<file path="config.mk">
export PLATFORM = sky130hd
export DESIGN_NAME = xrv1_alu_arb
export DESIGN_NICKNAME = d
export VERILOG_FILES = /design/src/rtl/xrv1_pkg.sv /design/src/rtl/xrv1_rr_arb.sv /design/src/rtl/xrv1_alu_arb.sv
export SDC_FILE = /design/constraint.sdc
export NUM_CORES = 1
export LEC_CHECK = 0
export BUFFER_PORTS_ARGS = -buffer_cell sky130_fd_sc_hd__buf_2
export CORE_AREA = 2 2 113 115
export CTS_BUF_LIST = sky130_fd_sc_hd__clkbuf_4
export DETAILED_ROUTE_END_ITERATION = 10
export DIE_AREA = 0 0 115 117
export PLACE_DENSITY = 0.76
export SYNTH_ARGS = -nofsm -noshare
export SYNTH_HDL_FRONTEND = slang
export SYNTH_SLANG_ARGS = --single-unit
</file>
<file path="constraint.sdc">
create_clock -name clk_i -period 10.43 [get_ports clk_i]
set_input_delay 2.086 -clock clk_i [delete_from_list [all_inputs] [get_ports clk_i]]
set_output_delay 2.086 -clock clk_i [all_outputs]
set_load 0.005 [all_outputs]
</file>
<file path="src/rtl/xrv1_pkg.sv">
// xrv1_pkg: shared constants and types for the xrv1 ALU sharing logic.
//   XRV_ALU_OP_WIDTH    : width of an ALU opcode
//   XRV_ALU_ARB_MAX_REQ : largest supported number of ALU requesters
//   xrv_alu_op_e        : ALU opcode encoding
package xrv1_pkg;

    localparam int XRV_ALU_OP_WIDTH    = 4;
    localparam int XRV_ALU_ARB_MAX_REQ = 8;

    typedef enum logic [XRV_ALU_OP_WIDTH-1:0] {
        XRV_ALU_ADD  = 4'd0,
        XRV_ALU_SUB  = 4'd1,
        XRV_ALU_SLL  = 4'd2,
        XRV_ALU_SLT  = 4'd3,
        XRV_ALU_SLTU = 4'd4,
        XRV_ALU_XOR  = 4'd5,
        XRV_ALU_SRL  = 4'd6,
        XRV_ALU_SRA  = 4'd7,
        XRV_ALU_OR   = 4'd8,
        XRV_ALU_AND  = 4'd9,
        XRV_ALU_EQ   = 4'd10,
        XRV_ALU_NE   = 4'd11,
        XRV_ALU_LT   = 4'd12,
        XRV_ALU_GE   = 4'd13,
        XRV_ALU_LTU  = 4'd14,
        XRV_ALU_GEU  = 4'd15
    } xrv_alu_op_e;

endpackage

</file>
<file path="src/rtl/xrv1_rr_arb.sv">
// xrv1_rr_arb: combinational round-robin arbiter.
//   req     : request vector, one bit per requester
//   ptr     : highest-priority requester index for this cycle
//   gnt     : one-hot grant (zero when nothing requests)
//   gnt_idx : encoded index of the granted requester
// The pointer register is owned by the instantiating module.
module xrv1_rr_arb #(
    parameter int N     = 2,
    parameter int PTR_W = $clog2(N)
) (
    input  logic [N-1:0]     req,
    input  logic [PTR_W-1:0] ptr,
    output logic [N-1:0]     gnt,
    output logic [PTR_W-1:0] gnt_idx
);

    int   w_idx;
    logic w_found;

    // Scan N positions starting at ptr, wrapping past N-1 back to 0.
    always_comb begin
        gnt     = '0;
        gnt_idx = '0;
        w_found = 1'b0;
        w_idx   = 0;
        for (int k = 0; k < N; k++) begin
            w_idx = int'(ptr) + k;
            if (w_idx >= N) begin
                w_idx = w_idx - N;
            end
            if (!w_found && req[w_idx]) begin
                w_found     = 1'b1;
                gnt[w_idx]  = 1'b1;
                gnt_idx     = PTR_W'(w_idx);
            end
        end
    end

endmodule

</file>
<file path="src/rtl/xrv1_alu_arb.sv">
// xrv1_alu_arb: shares one single-cycle ALU between NUM_REQ_P issue sources.
//   clk_i, rst_i (async, active-high), flush_i (kills in-flight ops)
//   req_*        : per-requester valid/grant and flattened opcode/operands/itag
//   alu_*_o      : registered issue stage driving the ALU; alu_rdy_i back-pressure
//   alu_*_i      : combinational ALU result, captured into the result stage
//   rsp_*        : shared response bus, rsp_vld_o one-hot on the owning requester
// A round-robin grant loads the issue stage; a fire moves the op into the result
// stage; full throughput is one op per cycle with both stages occupied.
module xrv1_alu_arb
    import xrv1_pkg::*;
#(
    parameter int NUM_REQ_P    = 2,
    parameter int DATA_WIDTH_P = 32,
    // 0 means "not set": every instantiation is expected to override this.
    parameter int ITAG_WIDTH_P = 0,
    localparam int ITAG_W      = (ITAG_WIDTH_P > 0) ? ITAG_WIDTH_P : 1
) (
    input  logic                                  clk_i,
    input  logic                                  rst_i,
    input  logic                                  flush_i,
    input  logic [NUM_REQ_P-1:0]                  req_vld_i,
    output logic [NUM_REQ_P-1:0]                  req_rdy_o,
    input  logic [NUM_REQ_P*XRV_ALU_OP_WIDTH-1:0] req_opc_i,
    input  logic [NUM_REQ_P*DATA_WIDTH_P-1:0]     req_src0_i,
    input  logic [NUM_REQ_P*DATA_WIDTH_P-1:0]     req_src1_i,
    input  logic [NUM_REQ_P*ITAG_W-1:0]           req_itag_i,
    output logic                                  alu_req_o,
    input  logic                                  alu_rdy_i,
    output logic [XRV_ALU_OP_WIDTH-1:0]           alu_opc_o,
    output logic [DATA_WIDTH_P-1:0]               alu_src0_o,
    output logic [DATA_WIDTH_P-1:0]               alu_src1_o,
    output logic [ITAG_W-1:0]                     alu_itag_o,
    input  logic                                  alu_done_i,
    input  logic [DATA_WIDTH_P-1:0]               alu_res_i,
    input  logic                                  alu_cmp_res_i,
    input  logic [ITAG_W-1:0]                     alu_itag_i,
    output logic [NUM_REQ_P-1:0]                  rsp_vld_o,
    input  logic [NUM_REQ_P-1:0]                  rsp_rdy_i,
    output logic [DATA_WIDTH_P-1:0]               rsp_res_o,
    output logic                                  rsp_cmp_o,
    output logic [ITAG_W-1:0]                     rsp_itag_o
);

    localparam int PTR_W = $clog2(NUM_REQ_P);
    localparam int OPW   = XRV_ALU_OP_WIDTH;

    // Unflattened request payloads
    logic [OPW-1:0]          w_opc  [NUM_REQ_P];
    logic [DATA_WIDTH_P-1:0] w_src0 [NUM_REQ_P];
    logic [DATA_WIDTH_P-1:0] w_src1 [NUM_REQ_P];
    logic [ITAG_W-1:0]       w_itag [NUM_REQ_P];

    // Issue stage
    logic                    r_is_vld;
    logic [PTR_W-1:0]        r_is_owner;
    logic [OPW-1:0]          r_is_opc;
    logic [DATA_WIDTH_P-1:0] r_is_src0;
    logic [DATA_WIDTH_P-1:0] r_is_src1;
    logic [ITAG_W-1:0]       r_is_itag;

    // Result stage
    logic                    r_rs_vld;
    logic [PTR_W-1:0]        r_rs_owner;
    logic [DATA_WIDTH_P-1:0] r_rs_res;
    logic                    r_rs_cmp;
    logic [ITAG_W-1:0]       r_rs_itag;

    logic [PTR_W-1:0]        r_rr_ptr;

    logic                    w_rs_free;
    logic                    w_is_fire;
    logic                    w_is_free;
    logic                    w_grant_en;
    logic                    w_any_gnt;
    logic [NUM_REQ_P-1:0]    w_gnt;
    logic [PTR_W-1:0]        w_gnt_idx;
    logic [PTR_W-1:0]        w_ptr_next;
    // alu_done_i is redundant with the fire condition for a single-cycle ALU.
    logic                    w_unused;

    genvar gi;
    generate
        for (gi = 0; gi < NUM_REQ_P; gi++) begin : g_unpack
            assign w_opc[gi]     = req_opc_i [gi*OPW         +: OPW];
            assign w_src0[gi]    = req_src0_i[gi*DATA_WIDTH_P +: DATA_WIDTH_P];
            assign w_src1[gi]    = req_src1_i[gi*DATA_WIDTH_P +: DATA_WIDTH_P];
            assign w_itag[gi]    = req_itag_i[gi*ITAG_W       +: ITAG_W];
            assign rsp_vld_o[gi] = r_rs_vld && (r_rs_owner == PTR_W'(gi));
        end
    endgenerate

    assign w_unused   = alu_done_i;

    assign w_rs_free  = !r_rs_vld || rsp_rdy_i[r_rs_owner];
    assign w_is_fire  = r_is_vld && alu_rdy_i && w_rs_free;
    assign w_is_free  = !r_is_vld || w_is_fire;
    // rst_i gates the grant so req_rdy_o reads 0 throughout reset.
    assign w_grant_en = w_is_free && !flush_i && !rst_i;

    xrv1_rr_arb #(
        .N     (NUM_REQ_P),
        .PTR_W (PTR_W)
    ) u_rr_arb (
        .req     (req_vld_i),
        .ptr     (r_rr_ptr),
        .gnt     (w_gnt),
        .gnt_idx (w_gnt_idx)
    );

    assign req_rdy_o  = w_grant_en ? w_gnt : '0;
    assign w_any_gnt  = |req_rdy_o;
    assign w_ptr_next = (w_gnt_idx == PTR_W'(NUM_REQ_P-1)) ? '0 : w_gnt_idx + PTR_W'(1);

    always_ff @(posedge clk_i or posedge rst_i) begin
        if (rst_i) begin
            r_is_vld   <= 1'b0;
            r_is_owner <= '0;
            r_is_opc   <= '0;
            r_is_src0  <= '0;
            r_is_src1  <= '0;
            r_is_itag  <= '0;
            r_rs_vld   <= 1'b0;
            r_rs_owner <= '0;
            r_rs_res   <= '0;
            r_rs_cmp   <= 1'b0;
            r_rs_itag  <= '0;
            r_rr_ptr   <= '0;
        end else if (flush_i) begin
            // Only valids drop; payloads and the pointer keep their values.
            r_is_vld <= 1'b0;
            r_rs_vld <= 1'b0;
        end else begin
            if (w_is_fire) begin
                r_rs_vld   <= 1'b1;
                r_rs_owner <= r_is_owner;
                r_rs_res   <= alu_res_i;
                r_rs_cmp   <= alu_cmp_res_i;
                r_rs_itag  <= alu_itag_i;
            end else if (r_rs_vld && rsp_rdy_i[r_rs_owner]) begin
                r_rs_vld <= 1'b0;
            end

            if (w_any_gnt) begin
                r_is_vld   <= 1'b1;
                r_is_owner <= w_gnt_idx;
                r_is_opc   <= w_opc[w_gnt_idx];
                r_is_src0  <= w_src0[w_gnt_idx];
                r_is_src1  <= w_src1[w_gnt_idx];
                r_is_itag  <= w_itag[w_gnt_idx];
                r_rr_ptr   <= w_ptr_next;
            end else if (w_is_fire) begin
                r_is_vld <= 1'b0;
            end
        end
    end

    assign alu_req_o  = r_is_vld;
    assign alu_opc_o  = r_is_opc;
    assign alu_src0_o = r_is_src0;
    assign alu_src1_o = r_is_src1;
    assign alu_itag_o = r_is_itag;
    assign rsp_res_o  = r_rs_res;
    assign rsp_cmp_o  = r_rs_cmp;
    assign rsp_itag_o = r_rs_itag;

endmodule

</file>
Word level (Yosys, flattened, before mapping) --
Index checks and enable logic that the tools add are counted.
Word-level totals: word-level logic and storage cells 89, output and inout port bits 108, bits in read-only memories 0, memories 0, register bits after elaboration 108, latch bits 0, bits of input ports 181, memory bits (writable) 0
Operators by class: shift-type cells 0, equality and inequality tests 0, multipliers 0, bitwise operators 4, muxes and demuxes 39, reduce and logical (&&, ||, !) cells 22, magnitude comparators 8, div/mod/pow operators 0, add/subtract/negate cells 4
Operator list (number):
- $mux 32 | 8
- $ge 32x1->1 const B | 2
- $lt 32x3->1 const B | 2
- $ge 32x3->1 const B | 1
- $sub 32x3->32 const B | 1
- $mux 1 | 23
- $mux 4 | 3
- $logic_and 1x1->1 | 10
- $mux 2 | 3
- $reduce_bool 3->1 | 2
- $logic_not 1->1 | 5
- $reduce_and 2->1 | 2
- $sub 1x2->3 const B | 1
- $add 1x1->2 const B | 1
- $demux 1 s1 | 2
- $ge 1x2->1 const B | 1
- $ge 2x2->1 const B | 1
- $logic_or 1x1->1 | 2
- $lt 1x2->1 const B | 1
- $not 1->1 | 2
- $not 1->2 | 1
- $or 2x2->2 | 1
- $reduce_or 2->1 | 1
- $add 1x1->1 const B | 1

Depth between registers and ports, before layout --
depth in word-level cells 13, gate-level depth with buffers 8, depth with buffers taken out 4

Cells and area by module --
Synthesis repeated with hierarchy kept, for this count alone.
Second synthesis, totals: cells, all modules 518, area, all modules 5504.0 sq um
By module, submodules not included:
- xrv1_alu_arb | sequential area each 2702.6 sq um, area an instance 5474.0 sq um, times used 1, cells an instance 514
- xrv1_rr_arb | sequential area each 0.0 sq um, area an instance 30.0 sq um, times used 1, cells an instance 4

Least setup slack after synthesis --
Ideal clock, no wire load.
path type input to output, start point input rsp_rdy_i[1], end point output req_rdy_o[1], data required time 8344 ps, setup slack 5483 ps, stages on the path 4, arrival time 2861 ps, buffers on the path 0, cell sequence mux2i_1 -> a21bo_2 -> a211o_1 -> nor2_1
On the way: word-level cells in the longest chain between the ends 8
Ends and longest elaborated chain:
- start, declared | line xrv1_alu_arb.sv:38 | input logic [NUM_REQ_P-1:0] rsp_rdy_i,
- $mux 1 (implied by the code) (2 in series) | line xrv1_alu_arb.sv:94 | assign w_rs_free = !r_rs_vld || rsp_rdy_i[r_rs_owner];
- $logic_or 1x1->1 | line xrv1_alu_arb.sv:94
- $logic_and 1x1->1 | line xrv1_alu_arb.sv:95 | assign w_is_fire = r_is_vld && alu_rdy_i && w_rs_free;
- $logic_or 1x1->1 | line xrv1_alu_arb.sv:96 | assign w_is_free = !r_is_vld || w_is_fire;
- $logic_and 1x1->1 (2 in series) | line xrv1_alu_arb.sv:98 | assign w_grant_en = w_is_free && !flush_i && !rst_i;
- $mux 2 | line xrv1_alu_arb.sv:110 | assign req_rdy_o = w_grant_en ? w_gnt : '0;
- end, declared | line xrv1_alu_arb.sv:22 | output logic [NUM_REQ_P-1:0] req_rdy_o,
Every way passes these cells. The select of a mux whose other input is x is not followed.

Worst setup path in the final report --
start point input req_vld_i[0], end point output req_rdy_o[0]
On the way: word-level cells in the longest chain between the ends 8, elaborated cells on any way between the ends 13, classes of those cells 10 x mux; 1 x bitwise; 2 x reduce/logical
Ends and longest elaborated chain:
- start, declared | line xrv1_alu_arb.sv:21 | input logic [NUM_REQ_P-1:0] req_vld_i,
- $mux 1 (implied by the code) (3 in series) | line xrv1_rr_arb.sv:31 | if (!w_found && req[w_idx]) begin
- $mux 1 | line xrv1_rr_arb.sv:31
- $logic_not 1->1 | line xrv1_rr_arb.sv:31
- $logic_and 1x1->1 | line xrv1_rr_arb.sv:31
- $mux 2 * | line xrv1_rr_arb.sv:31
- $mux 2 * | line xrv1_alu_arb.sv:110
Every way passes the cells marked *; elsewhere a longest branch is shown, timed or not. The select of a mux whose other input is x is not followed.

==> summary.txt <==
Clock network
  • Total CTS buffers: 9
  • Clock root buffer: clkbuf_4
  • CTS H-tree depth: 3
  • Bufs on Longest Clock Path: 2
  • Clock sinks: approximately 110
  • Reg clk slew, reported paths: around 0.17 ns
  • Clk_lat worst skew: about 0.45 ns
  • CTS resizes: 0
  • Post-CTS repair timing setup buffer count: 0
  • TritonCTS clock tree: built
  • # hold bufs at CTS: 0

GRT
  • Antenna violations before repair: 1
  • Total track usage: ~18%
  • Gr ovfl total: 0
  • Number of global-route vias before repair: 4145
  • Pin count of the biggest net entering global routing: slightly above 60
  • Global-route wire length before repair: between 15 and 20 mm

Cells and area
  • Synth-to-layout area growth: 33.7%
  • Seq. cell area: between 2000 and 3000 sq um
  • Final net count: between 800 and 900
  • Fillcell total: 1107
  • Multi-input gate area: approximately 2000 sq um
  • Final non-filler cell total: roughly 840
  • Layout cells sized above 1: 50.0%

Timing
  • Post-layout min period: between 5 and 6 ns
  • Slew Limit Headroom: 35.5%
  • Setup TNS: 0 ns
  • Slew Viols, Final: 0
  • Tcrit/Tclk final: 55.7%
  • Final Hold Fails: 0
  • Setup violators final: 0
  • Peak Freq: between 150 and 200 MHz
  • Hold slack: approximately 0.5 ns
  • Worst Tran Pin Value: approximately 0.97 ns
  • Fin Clk Skew: 0.0226 ns
  • Unrepaired setup endpoints after global routing: false

Worst setup path
  • Slowest stage cell on the critical path: buf_4
  • Crit path DAT: 3.72 ns
  • CP Capture Type: primary output
  • Worst EP required: 8.34 ns
  • CP Launch Type: input pin
  • Setup CP Type: input pin to primary output
  • Critical path peak fanout: 37
  • Peak per-stage delay on the critical path: ~0.60 ns
  • Worst-path cell chain: buf_2 -> nand2b_1 -> nand2_4 -> buf_4 -> and2_1 -> buf_2
  • Most common cell on crit path: buf_2

Detailed routing
  • Via density: around 5
  • Average wire per standard cell: roughly 16 um
  • Initial DRT Pass Iterations: 4
  • Initial DRC Count: approximately 210
  • Total number of vias: 4324
  • ANT nets after route: 0
  • DR DRC count: 0
  • DRT Wirelength: around 13 mm

Power
  • Max rail drop VDD: roughly 0.070 mV
  • Total power: roughly 0.0011 W
  • Net Sw Frac: a little under a third
  • LEAKAGE: about 3.4 nW
  • Net switching power: 0.000326 W
  • Pwr Density: roughly 160 nW/um^2
  • Flop pwr share: 51.7%
  • Clock share of power: between 10% and 20%
  • Combinational group share of total power: about 29%
  • Internal: approximately 0.00075 W

Synthesis
  • Register area share after synthesis: a little over half
  • Synth Area in XOR/XNOR: 0%
  • Synth Net Count: between 500 and 600
  • Mapped Cells: about 410
  • Simple-gate area share of the yosys netlist: 7.20%
  • Syn avg cell area: between 10 and 15 sq um
  • Ys Warns: 0
  • Flops & latches, synth: approximately 110
  • Mapped Area: roughly 5000 sq um
  • Largest family of logic cells by synthesized area: multiplexers
  • Synth Area in Adders: 0%
  • Distinct cell type count after synthesis: 25
  • Synth Area in Compound Gates: a little under an eighth
  • Post-synthesis mux area share: 22.3%

Place
  • Placed Cells incl. Taps: 825
  • HPWL Detailed: 9.74 mm
  • Placer congestion estimate: between 0.7 and 0.8
  • PortBufs: 287

Floorplanning
  • Core ar.: around 12000 sq um
  • Core Rows: 41
  • Die Height: 117 um
  • Die area: about 13000 sq um
  • Horiz. Die Dim: between 100 and 150 um
  • I/O Pins: 289
  • Initial Util: between 30% and 40%

Job
  • Max-cap violations: 0

Run status
  • Status: finished, final reports clean

Worst hold path
  • Worst min path class: flop to flop
stage by stage:
step	util, %	area, sq um	setup WS [ns]
floorplan	-	4920	5.48
detailed placement	52.3	6440	4.57
CTS	53.4	6580	4.57
finish	53.4	6580	4.62
global route	53.4	6580	4.47
global placement	52.3	6440	4.64
registers in the layout, indices dropped and copies added (netlist names):
name,count
alu_itag_o,1
alu_opc_o,4
alu_req_o,1
alu_src0_o,32
alu_src1_o,32
r_is_owner,1
r_rr_ptr,1
r_rs_owner,1
r_rs_vld,1
rsp_cmp_o,1
rsp_itag_o,1
rsp_res_o,32
cell families after synthesis:
group                  after synthesis
muxes                              105
buffers and inverters               37
AOI/OAI and AO/OA                   78
DFF                                108
and+or+nand+nor                     86
cell usage in the layout (no fill, tap or decap), types with 2 or more instances in the layout:
master and instances:
buf_2 287, dfrtp_1 108, nor2_1 72, mux2i_1 70, a22oi_1 70, mux2_2 29, clkbuf_4 9, buf_4 7
mux2_1 6, nand2_1 5, inv_1 3, a21oi_1 3, and2_1 2, o22ai_1 2, clkinv_2 2
worst paths after layout:
kind,cells after the start,from,slack (ns),end
min,1,rsp_res_o[2],0.51,rsp_res_o[2]
min reg2reg,1,rsp_res_o[2],0.51,rsp_res_o[2]
max reg2reg,5,r_rs_owner,8.00,alu_src0_o[9]
max,6,req_vld_i[0],4.62,req_rdy_o[0]
min in group asynchronous,2,rst_i,1.69,r_rs_vld
max in group asynchronous,3,rst_i,7.50,rsp_res_o[27]
layer usage:
metal	global-route usage, %	vias to the layer above	part of all wire [%]
met5	0	-	0
met4	7.39	0	1.9
met3	3.81	19	6.9
met2	33.5	194	52
met1	21.5	2077	39
li1	-	2034	-
cells in the mapped netlist, drive strengths merged:
master,count,area share [%]
nor3,1,0.33
buf,21,2.6
a22oi,70,11
inv,4,0.31
mux2i,70,14
dfrtp,108,55
and2,2,0.25
clkbuf,12,0.92
a211o,1,0.18
and2b,1,0.15
nand2b,1,0.13
nand4,1,0.13
mux2,35,8.0
a21oi,4,0.48
or2,1,0.13
a21bo,1,0.20
nand2,6,0.46
nor2,72,5.5
and3,1,0.13
o22ai,2,0.25
critical path: cells and delay by family:
kind	cells	cell delay [ns]
buffers and inverters	3	0.82
AND/OR/NAND/NOR	3	0.78
final cells by class:
class                           instances  area share, %
Tap cell                              150           2.85
Inverter                                4          0.266
Sequential cell                       108           41.1
Clock inverter                          6          0.989
Antenna cell                            1         0.0380
Clock buffer                            9           1.03
Timing Repair Buffer                  294           22.6
Multi-Input combinational cell        269           31.1
power groups by stage:
stage	registers, W	clock network (W)	logic, W
finish	0.000555	0.000208	0.000310
floorplan	0.000570	0	0.000149
global route	0.000565	0.000236	0.000345
detailed placement	0.000563	0	0.000316
CTS	0.000555	0.000216	0.000316
global placement	0.000558	0	0.000305
Note: power is estimated with default switching activity, not from simulation.
